File: src/rtl/clk_div_pkg.sv
// Shared types and defaults for the clk_div_bank divider bank.
// The optional realign port is enabled by CLK_DIV_BANK_SYNC_START_EN.
package clk_div_pkg;

  localparam int DIV_W_DEF  = 16;
  localparam int MAX_CH     = 16;
  localparam int NUM_CH_DEF = 3;

  typedef logic [DIV_W_DEF-1:0] div_t;

  // ch0 sits in the LSBs: ch0=500, ch1=50, ch2=1
  localparam logic [NUM_CH_DEF*DIV_W_DEF-1:0] DEFAULT_DIV3 =
    {div_t'(1), div_t'(50), div_t'(500)};

  function automatic int ch_w(input int n);
    return (n > 1) ? $clog2(n) : 1;
  endfunction

endpackage

File: src/rtl/clk_div_bank_if.sv
// Divisor configuration bus of clk_div_bank.
// Includes write strobe, target channel, value and reject pulse.
interface clk_div_bank_if #(
  parameter int DIV_W = 16,
  parameter int CH_W  = 2
);

  logic             cfg_we;
  logic [CH_W-1:0]  cfg_ch;
  logic [DIV_W-1:0] cfg_div;
  logic             cfg_err;

  modport master (
    output cfg_we,
    output cfg_ch,
    output cfg_div,
    input  cfg_err
  );

  modport slave (
    input  cfg_we,
    input  cfg_ch,
    input  cfg_div,
    output cfg_err
  );

endinterface

File: src/rtl/clk_div_chan.sv
// One divider channel: down counter, shadow/active divisor,
// registered tick pulse and square wave output.
module clk_div_chan
  import clk_div_pkg::*;
#(
  parameter int               DIV_W   = DIV_W_DEF,
  parameter logic [DIV_W-1:0] DEF_DIV = 1
) (
  input  logic             clk,
  input  logic             rst_n,
  input  logic             en,
  input  logic             sync,
  input  logic             wr,
  input  logic [DIV_W-1:0] wr_div,
  output logic             tick,
  output logic             div_clk
);

  logic [DIV_W-1:0] cnt;
  logic [DIV_W-1:0] div_act;
  logic [DIV_W-1:0] div_shd;

  always_ff @(posedge clk or negedge rst_n) begin
    if (!rst_n) begin
      cnt     <= '0;
      div_act <= DEF_DIV;
      div_shd <= DEF_DIV;
      tick    <= 1'b0;
      div_clk <= 1'b0;
    end else begin
      if (wr) begin
        div_shd <= wr_div;
      end
      if (wr && !en) begin
        div_act <= wr_div;
      end
      if (sync) begin
        cnt     <= '0;
        tick    <= 1'b0;
        div_clk <= 1'b0;
      end else if (en) begin
        if (cnt == '0) begin
          tick    <= 1'b1;
          div_clk <= ~div_clk;
          cnt     <= div_shd - 1'b1;
          div_act <= div_shd;
        end else begin
          tick <= 1'b0;
          // clamp keeps cnt inside the running period
          if (cnt >= div_act) begin
            cnt <= div_act - 1'b1;
          end else begin
            cnt <= cnt - 1'b1;
          end
        end
      end else begin
        cnt  <= '0;
        tick <= 1'b0;
      end
    end
  end

endmodule

File: src/rtl/clk_div_bank.sv
// Bank of NUM_CH programmable clock dividers with tick enables.
// Define CLK_DIV_BANK_SYNC_START_EN to add the sync_start realign port.
module clk_div_bank
  import clk_div_pkg::*;
#(
  parameter int NUM_CH = NUM_CH_DEF,
  parameter int DIV_W  = DIV_W_DEF,
  parameter logic [NUM_CH*DIV_W-1:0] DEFAULT_DIV = DEFAULT_DIV3
) (
  input  logic              clk,
  input  logic              rst_n,
  input  logic [NUM_CH-1:0] en_i,
`ifdef CLK_DIV_BANK_SYNC_START_EN
  input  logic              sync_start,
`endif
  clk_div_bank_if.slave     cfg,
  output logic [NUM_CH-1:0] tick_o,
  output logic [NUM_CH-1:0] div_clk_o
);

  logic sync;
  logic cfg_ok;

`ifdef CLK_DIV_BANK_SYNC_START_EN
  assign sync = sync_start;
`else
  assign sync = 1'b0;
`endif

  assign cfg_ok = (cfg.cfg_div != '0) &&
                  (int'(cfg.cfg_ch) < NUM_CH);

  always_ff @(posedge clk or negedge rst_n) begin
    if (!rst_n) begin
      cfg.cfg_err <= 1'b0;
    end else begin
      cfg.cfg_err <= cfg.cfg_we && !cfg_ok;
    end
  end

  for (genvar i = 0; i < NUM_CH; i++) begin : g_ch
    logic wr;

    assign wr = cfg.cfg_we && cfg_ok &&
                (int'(cfg.cfg_ch) == i);

    clk_div_chan #(
      .DIV_W   (DIV_W),
      .DEF_DIV (DEFAULT_DIV[i*DIV_W +: DIV_W])
    ) u_chan (
      .clk     (clk),
      .rst_n   (rst_n),
      .en      (en_i[i]),
      .sync    (sync),
      .wr      (wr),
      .wr_div  (cfg.cfg_div),
      .tick    (tick_o[i]),
      .div_clk (div_clk_o[i])
    );
  end

endmodule

File: src/flat_wrapper.sv
// flat-port wrapper written by rule: the top's interface ports become plain ports
module clk_div_bank_flat import clk_div_pkg::*;
#(
  parameter int NUM_CH = NUM_CH_DEF,
  parameter int DIV_W  = DIV_W_DEF,
  parameter logic [NUM_CH*DIV_W-1:0] DEFAULT_DIV = DEFAULT_DIV3
)
  (clk, rst_n, en_i, tick_o, div_clk_o, cfg_cfg_we, cfg_cfg_ch, cfg_cfg_div, cfg_cfg_err);
  clk_div_bank_if #(.DIV_W(DIV_W), .CH_W(2)) cfg_i ();
  input  logic clk;
  input  logic rst_n;
  input  logic [NUM_CH-1:0] en_i;
  output logic [NUM_CH-1:0] tick_o;
  output logic [NUM_CH-1:0] div_clk_o;
  input wire logic [$bits(cfg_i.cfg_we)-1:0] cfg_cfg_we;
  input wire logic [$bits(cfg_i.cfg_ch)-1:0] cfg_cfg_ch;
  input wire logic [$bits(cfg_i.cfg_div)-1:0] cfg_cfg_div;
  output wire logic [$bits(cfg_i.cfg_err)-1:0] cfg_cfg_err;
  assign cfg_i.cfg_we = cfg_cfg_we;
  assign cfg_i.cfg_ch = cfg_cfg_ch;
  assign cfg_i.cfg_div = cfg_cfg_div;
  assign cfg_cfg_err = cfg_i.cfg_err;
  clk_div_bank #(.NUM_CH(NUM_CH), .DIV_W(DIV_W), .DEFAULT_DIV(DEFAULT_DIV)) u_core (.clk(clk), .rst_n(rst_n), .en_i(en_i), .cfg(cfg_i), .tick_o(tick_o), .div_clk_o(div_clk_o));
endmodule
File: config.mk
export PLATFORM = sky130hd
export DESIGN_NAME = clk_div_bank_flat
export DESIGN_NICKNAME = d
export VERILOG_FILES = /design/src/rtl/clk_div_pkg.sv /design/src/rtl/clk_div_bank_if.sv /design/src/rtl/clk_div_chan.sv /design/src/rtl/clk_div_bank.sv /design/src/flat_wrapper.sv
export SDC_FILE = /design/constraint.sdc
export NUM_CORES = 1
export LEC_CHECK = 0
export ABC_AREA = 0
export CORE_UTILIZATION = 30
export DETAILED_ROUTE_END_ITERATION = 7
export PLACE_DENSITY_LB_ADDON = 0.08
export SLEW_MARGIN = 30
export SYNTH_ARGS = -nofsm -noshare
export SYNTH_HDL_FRONTEND = slang
export SYNTH_HIERARCHICAL = 1
export SYNTH_SLANG_ARGS = --single-unit
File: constraint.sdc
create_clock -name clk -period 4.95 [get_ports clk]
set_input_delay 0.99 -clock clk [delete_from_list [all_inputs] [get_ports clk]]
set_output_delay 0.99 -clock clk [all_outputs]
set_load 0.01 [all_outputs]
==> results_dict.tcl, run 1 <==
set metrics [dict create \
    status "finished clean" \
    synthFlopType "dfrtp_1" \
    cts_root_buf "clkbuf_16" \
    slowest_delay_ns 0.77 \
    crit_slowest_cell "and2_1" \
    grt_overflow 0 \
    clk-insertion-delay-late_ns 0.43 \
    cts_tree "done" \
    grt_pass1_vias 7414 \
    ys_ff_latch 151 \
    hold_path_class "register to register" \
    vias_per_cell 5.20 \
    dieArea_mm2 0.0316 \
    crit_buf_inv 0 \
    die_y_um 178 \
    setup_violations 0 \
    crit_path_start_kind "register" \
    clock_path_buffers 2 \
    hold_buffers 0 \
    final_period_minus_worst_setup_slack_ns 4.04 \
    finish.utilization 0.354 \
    nNetsFinal 1082 \
    rsz0062_at_grt "no" \
    layout_common_cells "dfrtp_1 (131), nand2_1 (103), o21ai_0 (72), nor2_1 (65), mux2i_1 (52)" \
    synth_edf_count 0 \
    drc_errors 0 \
    yosysTopAreaCellShare 0.354 \
    path_clk_slew_ns 0.07 \
    grt_max_degree 80 \
    coreArea_mm2 0.0305 \
    antenna_found_initial 0 \
    port_buffers 30 \
    crit_family "compound AO/OA/AOI/OAI gates" \
    grt_pass1_wl_um 44500 \
    dp_hpwl_um 20000 \
    fin_tns_setup_ns 0 \
    rows 64 \
    finalHoldViolations 0 \
    ys_types 70 \
    dr_total_vias 7364 \
    critical_path.max_fanout 19 \
    yosysWarningCount 6 \
    fin_ws_ns 0.910 \
    clkSinkCount 151 \
    post_drt_wl_per_cell_um 19.6 \
    drtAntennaViolNets 0 \
    htree_levels 4 \
    endpoint_kind "register" \
    fmax_mhz 248 \
    postCtsSetupRepairBufs 0 \
    synth_cells 965 \
    synth_async_sr_flop_share 1.00 \
    yosys.area.top_type "dfrtp_1" \
    worst_ep_required_time_ns 5.26 \
    drtPass1Iterations 5 \
    path_class "register to register" \
    drive_above_1_share 0.162 \
    cts_buffers 17 \
    min_period_over_period 0.816 \
    worstMarginPinSlew_ns 0.840 \
    syn_area_per_cell_um2 9.61 \
    antenna_cells 0 \
    clock_skew_ns 0.0130 \
    drt-total-wl_um 27800 \
    arrival_ns 4.35 \
    die_w_um 178 \
    syn2layout_area_growth_pct 16.3 \
    cp_cell_sequence "ha_1 -> nand2b_1 -> a2111o_1 -> a311oi_2 -> and2_1 -> a22o_1 -> a21oi_1 -> ha_1 -> o21ai_0 -> a221o_1 -> nor4_1 -> xnor2_1 -> nor2_1" \
    place_ws_ns 0.972 \
    yosysSeqAreaShare 0.410 \
    yosys-top-cells-area "dfrtp_1 (35%), ha_1 (6.9%), mux2_2 (5.7%)" \
    final_common_cell "dfrtp_1" \
    start_util 0.304 \
    post_cts_resized 0 \
    slew_headroom 0.440 \
    crit_top_cell "ha_1" \
    slew_viol_final 0 \
    io_pins 31 \
    grt_usage 0.186 \
    drv_cap 0 \
    globalplace.congestion 0.809 \
    syn_area_mm2 0.00927 \
    drtIter0Drc 433 \
]
metrics by stage:
step                hold WS, ns  area, µm²  cells
floorplan                 0.450       9300    971
global route              0.536      10800   1416
finish                    0.487      10800   1416
detailed placement        0.467      10200   1384
global placement          0.464      10200   1384
CTS                       0.491      10800   1416
registers in the layout (all words and copies together), names as in the netlist:
register	flops
u_core/g_ch.u_chan/cnt	48
u_core/g_ch.u_chan/tick	3
u_core/cfg.cfg_err	1
u_core/g_ch.u_chan/div_act	48
u_core/g_ch.u_chan/div_clk	3
u_core/g_ch.u_chan/div_shd	48
metal layers:
metal  routed length, µm  up-vias  global-route usage
met1               14300     3653               0.269
met4                 361        0              0.0506
met2               12500      108               0.290
met5                   0        -                   0
met3                 623       22              0.0242
li1                    -     3581                   -
synthesized netlist by cell type, drive strengths merged (3+ instances only):
library cell and n:
nor4 15, o21ai 74, dfstp 20, mux2i 52
a221o 12, a311oi 3, a221oi 7, nor2 70
o32ai 3, ha 51, a22o 16, and2 14
a22oi 13, xnor2 12, a21boi 9, nor2b 4
o41ai 3, buf 8, or3 17, clkbuf 34
a31oi 4, or2 12, o31ai 3, inv 51
and3 5, o21a 8, dfrtp 131, nand4 11
nor3 24, a21oi 50, nand2b 8, or4 9
a32oi 6, o311ai 7, mux2 47, nand3 10
xor2 17, nand2 103
worst register-to-register path, cell delays in order, from the launching register on:
cell and delay (ns):
dfrtp_1 0.42, ha_1 0.28, nand2b_1 0.14, a2111o_1 0.41, a311oi_2 0.52, and2_1 0.77, a22o_1 0.25, a21oi_1 0.05
ha_1 0.24, o21ai_0 0.09, a221o_1 0.39, nor4_1 0.13, xnor2_1 0.19, nor2_1 0.06
layout make-up:
| cell class | count | area [µm²] |
|---|---|---|
| timing repair buffer | 59 | 532 |
| fill | 3105 | 19700 |
| clock buffer | 18 | 439 |
| inverter | 51 | 191 |
| multi-input combinational | 727 | 5170 |
| clock inverter | 14 | 154 |
| sequential | 151 | 3800 |
| tap | 396 | 495 |
path summary, 6_finish.rpt:
check,end,from,depth (start not counted),slack [ns]
worst max register to register,u_core/g_ch[0].u_chan/cnt[14]$_DFF_PN0_,u_core/g_ch[0].u_chan/div_act[0]$_DFF_PN0_,13,0.91
worst min-delay path,u_core/g_ch[2].u_chan/div_act[7]$_DFF_PN0_,u_core/g_ch[2].u_chan/div_shd[7]$_DFFE_PN0P_,2,0.49
min in group asynchronous,u_core/g_ch[2].u_chan/cnt[8]$_DFF_PN0_,rst_n,1,0.62
worst min register to register,u_core/g_ch[2].u_chan/div_act[7]$_DFF_PN0_,u_core/g_ch[2].u_chan/div_shd[7]$_DFFE_PN0P_,2,0.49
worst max-delay path,u_core/g_ch[0].u_chan/cnt[14]$_DFF_PN0_,u_core/g_ch[0].u_chan/div_act[0]$_DFF_PN0_,13,0.91
max in group asynchronous,u_core/g_ch[1].u_chan/div_act[5]$_DFF_PN1_,rst_n,2,3.35
logic make-up (layout without fill, tap and decap cells):
family	count (synthesis)	in the layout	synth area share
DFF	151	151	0.410
AOI/OAI and AO/OA	235	235	0.179
and+or+nand+nor	306	306	0.163
other	1	7	0.000404
xor gates and xnor gates	29	29	0.0274
muxes	99	99	0.113
buffers and inverters	93	142	0.0382
adders and majority gates	51	51	0.0688
Power of run 1 is not shown: default switching activity piles up to over one toggle a cycle in this logic, so the estimate is an artifact.
==> run 2: changes to the inputs <==
Clock period 4.95 ns to 3.6 ns, I/O delays scaled along.
==> run 2 against run 1 <==
Critical path depth is 2 lower. Global-route usage rose by 1.0 points. Largest cell class unchanged. Routed wire length is 5.0% higher. Worst setup slack worse by 0.77 ns.
==> results_dict.tcl, run 2 (same netlist as run 1, synthesis figures left out) <==
set metrics [dict create \
    status "finished clean" \
    rows 64 \
    syn2layout_area_growth_pct 23.2 \
    antenna_found_initial 0 \
    layout_common_cells "dfrtp_1 (131), nand2_1 (103), buf_4 (85), o21ai_0 (72), nor2_1 (65)" \
    clock_path_buffers 2 \
    dp_hpwl_um 21800 \
    drt-total-wl_um 29200 \
    arrival_ns 3.83 \
    drtAntennaViolNets 0 \
    vias_per_cell 5.17 \
    drv_cap 0 \
    cts_buffers 17 \
    drtIter0Drc 381 \
    grt_max_degree 67 \
    rsz0062_at_grt "yes" \
    slew_headroom 0.545 \
    slew_viol_final 0 \
    path_class "register to register" \
    grt_pass1_vias 7704 \
    path_clk_slew_ns 0.07 \
    grt_pass1_wl_um 46300 \
    final_period_minus_worst_setup_slack_ns 3.46 \
    nNetsFinal 1144 \
    post_drt_wl_per_cell_um 19.8 \
    min_period_over_period 0.962 \
    setup_violations 0 \
    endpoint_kind "register" \
    drive_above_1_share 0.221 \
    antenna_cells 0 \
    final_common_cell "dfrtp_1" \
    drc_errors 0 \
    clk-insertion-delay-late_ns 0.44 \
    finalHoldViolations 0 \
    die_y_um 178 \
    fin_hold_ws_ns 0.276 \
    port_buffers 30 \
    crit_path_start_kind "register" \
    hold_buffers 0 \
    io_pins 31 \
    cts_tree "done" \
    dr_total_vias 7634 \
    reg_top3 "u_core/g_ch.u_chan/cnt x48, u_core/g_ch.u_chan/div_act x48, u_core/g_ch.u_chan/div_shd x48" \
    htree_levels 4 \
    clkSinkCount 151 \
    globalplace.congestion 0.828 \
    fmax_mhz 289 \
    start_util 0.304 \
    worstMarginPinSlew_ns 0.682 \
    critical_path.max_fanout 14 \
    coreArea_mm2 0.0305 \
    die_w_um 178 \
    clock_skew_ns 0.00923 \
    worst_ep_required_time_ns 3.97 \
    drtPass1Iterations 5 \
    dieArea_mm2 0.0316 \
    grt_overflow 0 \
    hold_path_class "input port to async pin" \
    grt_usage 0.197 \
    cts_root_buf "clkbuf_16" \
]
==> run 2: cell types whose count changed in the layout (fill, tap and decap cells not counted), sizes merged <==
cell	before	now
clkinvlp	2	5
clkbuf	18	21
bufinv	1	4
clkinv	2	1
inv	60	52
buf	30	92
==> run 2: critical path: stages, from the launching register on <==
cell     delay, ns
dfrtp_1       0.39
buf_4         0.14
or4_1         0.57
or4_4         0.49
nor2_8        0.11
a21oi_2       0.05
buf_4         0.16
buf_4         0.19
a221o_1       0.37
or2_1         0.27
or4_1         0.51
a21oi_1       0.15
==> run 2: per-stage QoR <==
step	TNS, ns	cells	worst slack, ns	util	instance area, µm²
2_1_floorplan	0	971	0.0123	-	9300
3_3_place_gp	0	1445	0.0973	0.350	10700
3_5_place_dp	0	1445	0.0745	0.350	10700
4_1_cts	0	1477	0.0380	0.371	11300
5_1_grt	-0.0910	1478	-0.0402	0.374	11400
6_report	0	1478	0.138	0.374	11400
==> run 2: final timing paths <==
| kind | cells after the start | slack (ns) | from | end |
|---|---|---|---|---|
| max | 11 | 0.14 | u_core/g_ch[0].u_chan/cnt[0]$_DFF_PN0_ | u_core/g_ch[0].u_chan/cnt[15]$_DFF_PN0_ |
| min | 1 | 0.28 | rst_n | u_core/g_ch[2].u_chan/cnt[8]$_DFF_PN0_ |
| max reg2reg | 11 | 0.14 | u_core/g_ch[0].u_chan/cnt[0]$_DFF_PN0_ | u_core/g_ch[0].u_chan/cnt[15]$_DFF_PN0_ |
| min reg2reg | 2 | 0.51 | u_core/g_ch[2].u_chan/div_shd[7]$_DFFE_PN0P_ | u_core/g_ch[2].u_chan/div_act[7]$_DFF_PN0_ |
| max in group asynchronous | 2 | 2.48 | rst_n | u_core/g_ch[1].u_chan/div_shd[1]$_DFFE_PN1P_ |
| min in group clk | 2 | 0.51 | u_core/g_ch[2].u_chan/div_shd[7]$_DFFE_PN0P_ | u_core/g_ch[2].u_chan/div_act[7]$_DFF_PN0_ |
==> run 2: cell type report <==
type | count | area, µm²
clock buffer | 21 | 460
clock inverter | 11 | 171
fill | 3109 | 19100
inverter | 51 | 191
multi-input combinational | 727 | 5250
sequential | 151 | 3800
tap | 396 | 495
timing repair buffer | 121 | 1050
==> run 2: per-layer routing <==
layer | track usage | part of all wire | wire length [µm]
met5 | 0 | 0 | 0
met4 | 0.0673 | 0.023 | 678
met3 | 0.0332 | 0.025 | 720
met2 | 0.305 | 0.46 | 13300
met1 | 0.275 | 0.49 | 14400
==> run 2: repair_timing <==
| item | CTS | global route |
|---|---|---|
| setup buffers | 0 | 1 |
| gates resized for setup | 0 | 23 |
| endpoints found under the setup margin | 0 | 14 |
Power of run 2 is left out for the same reason.
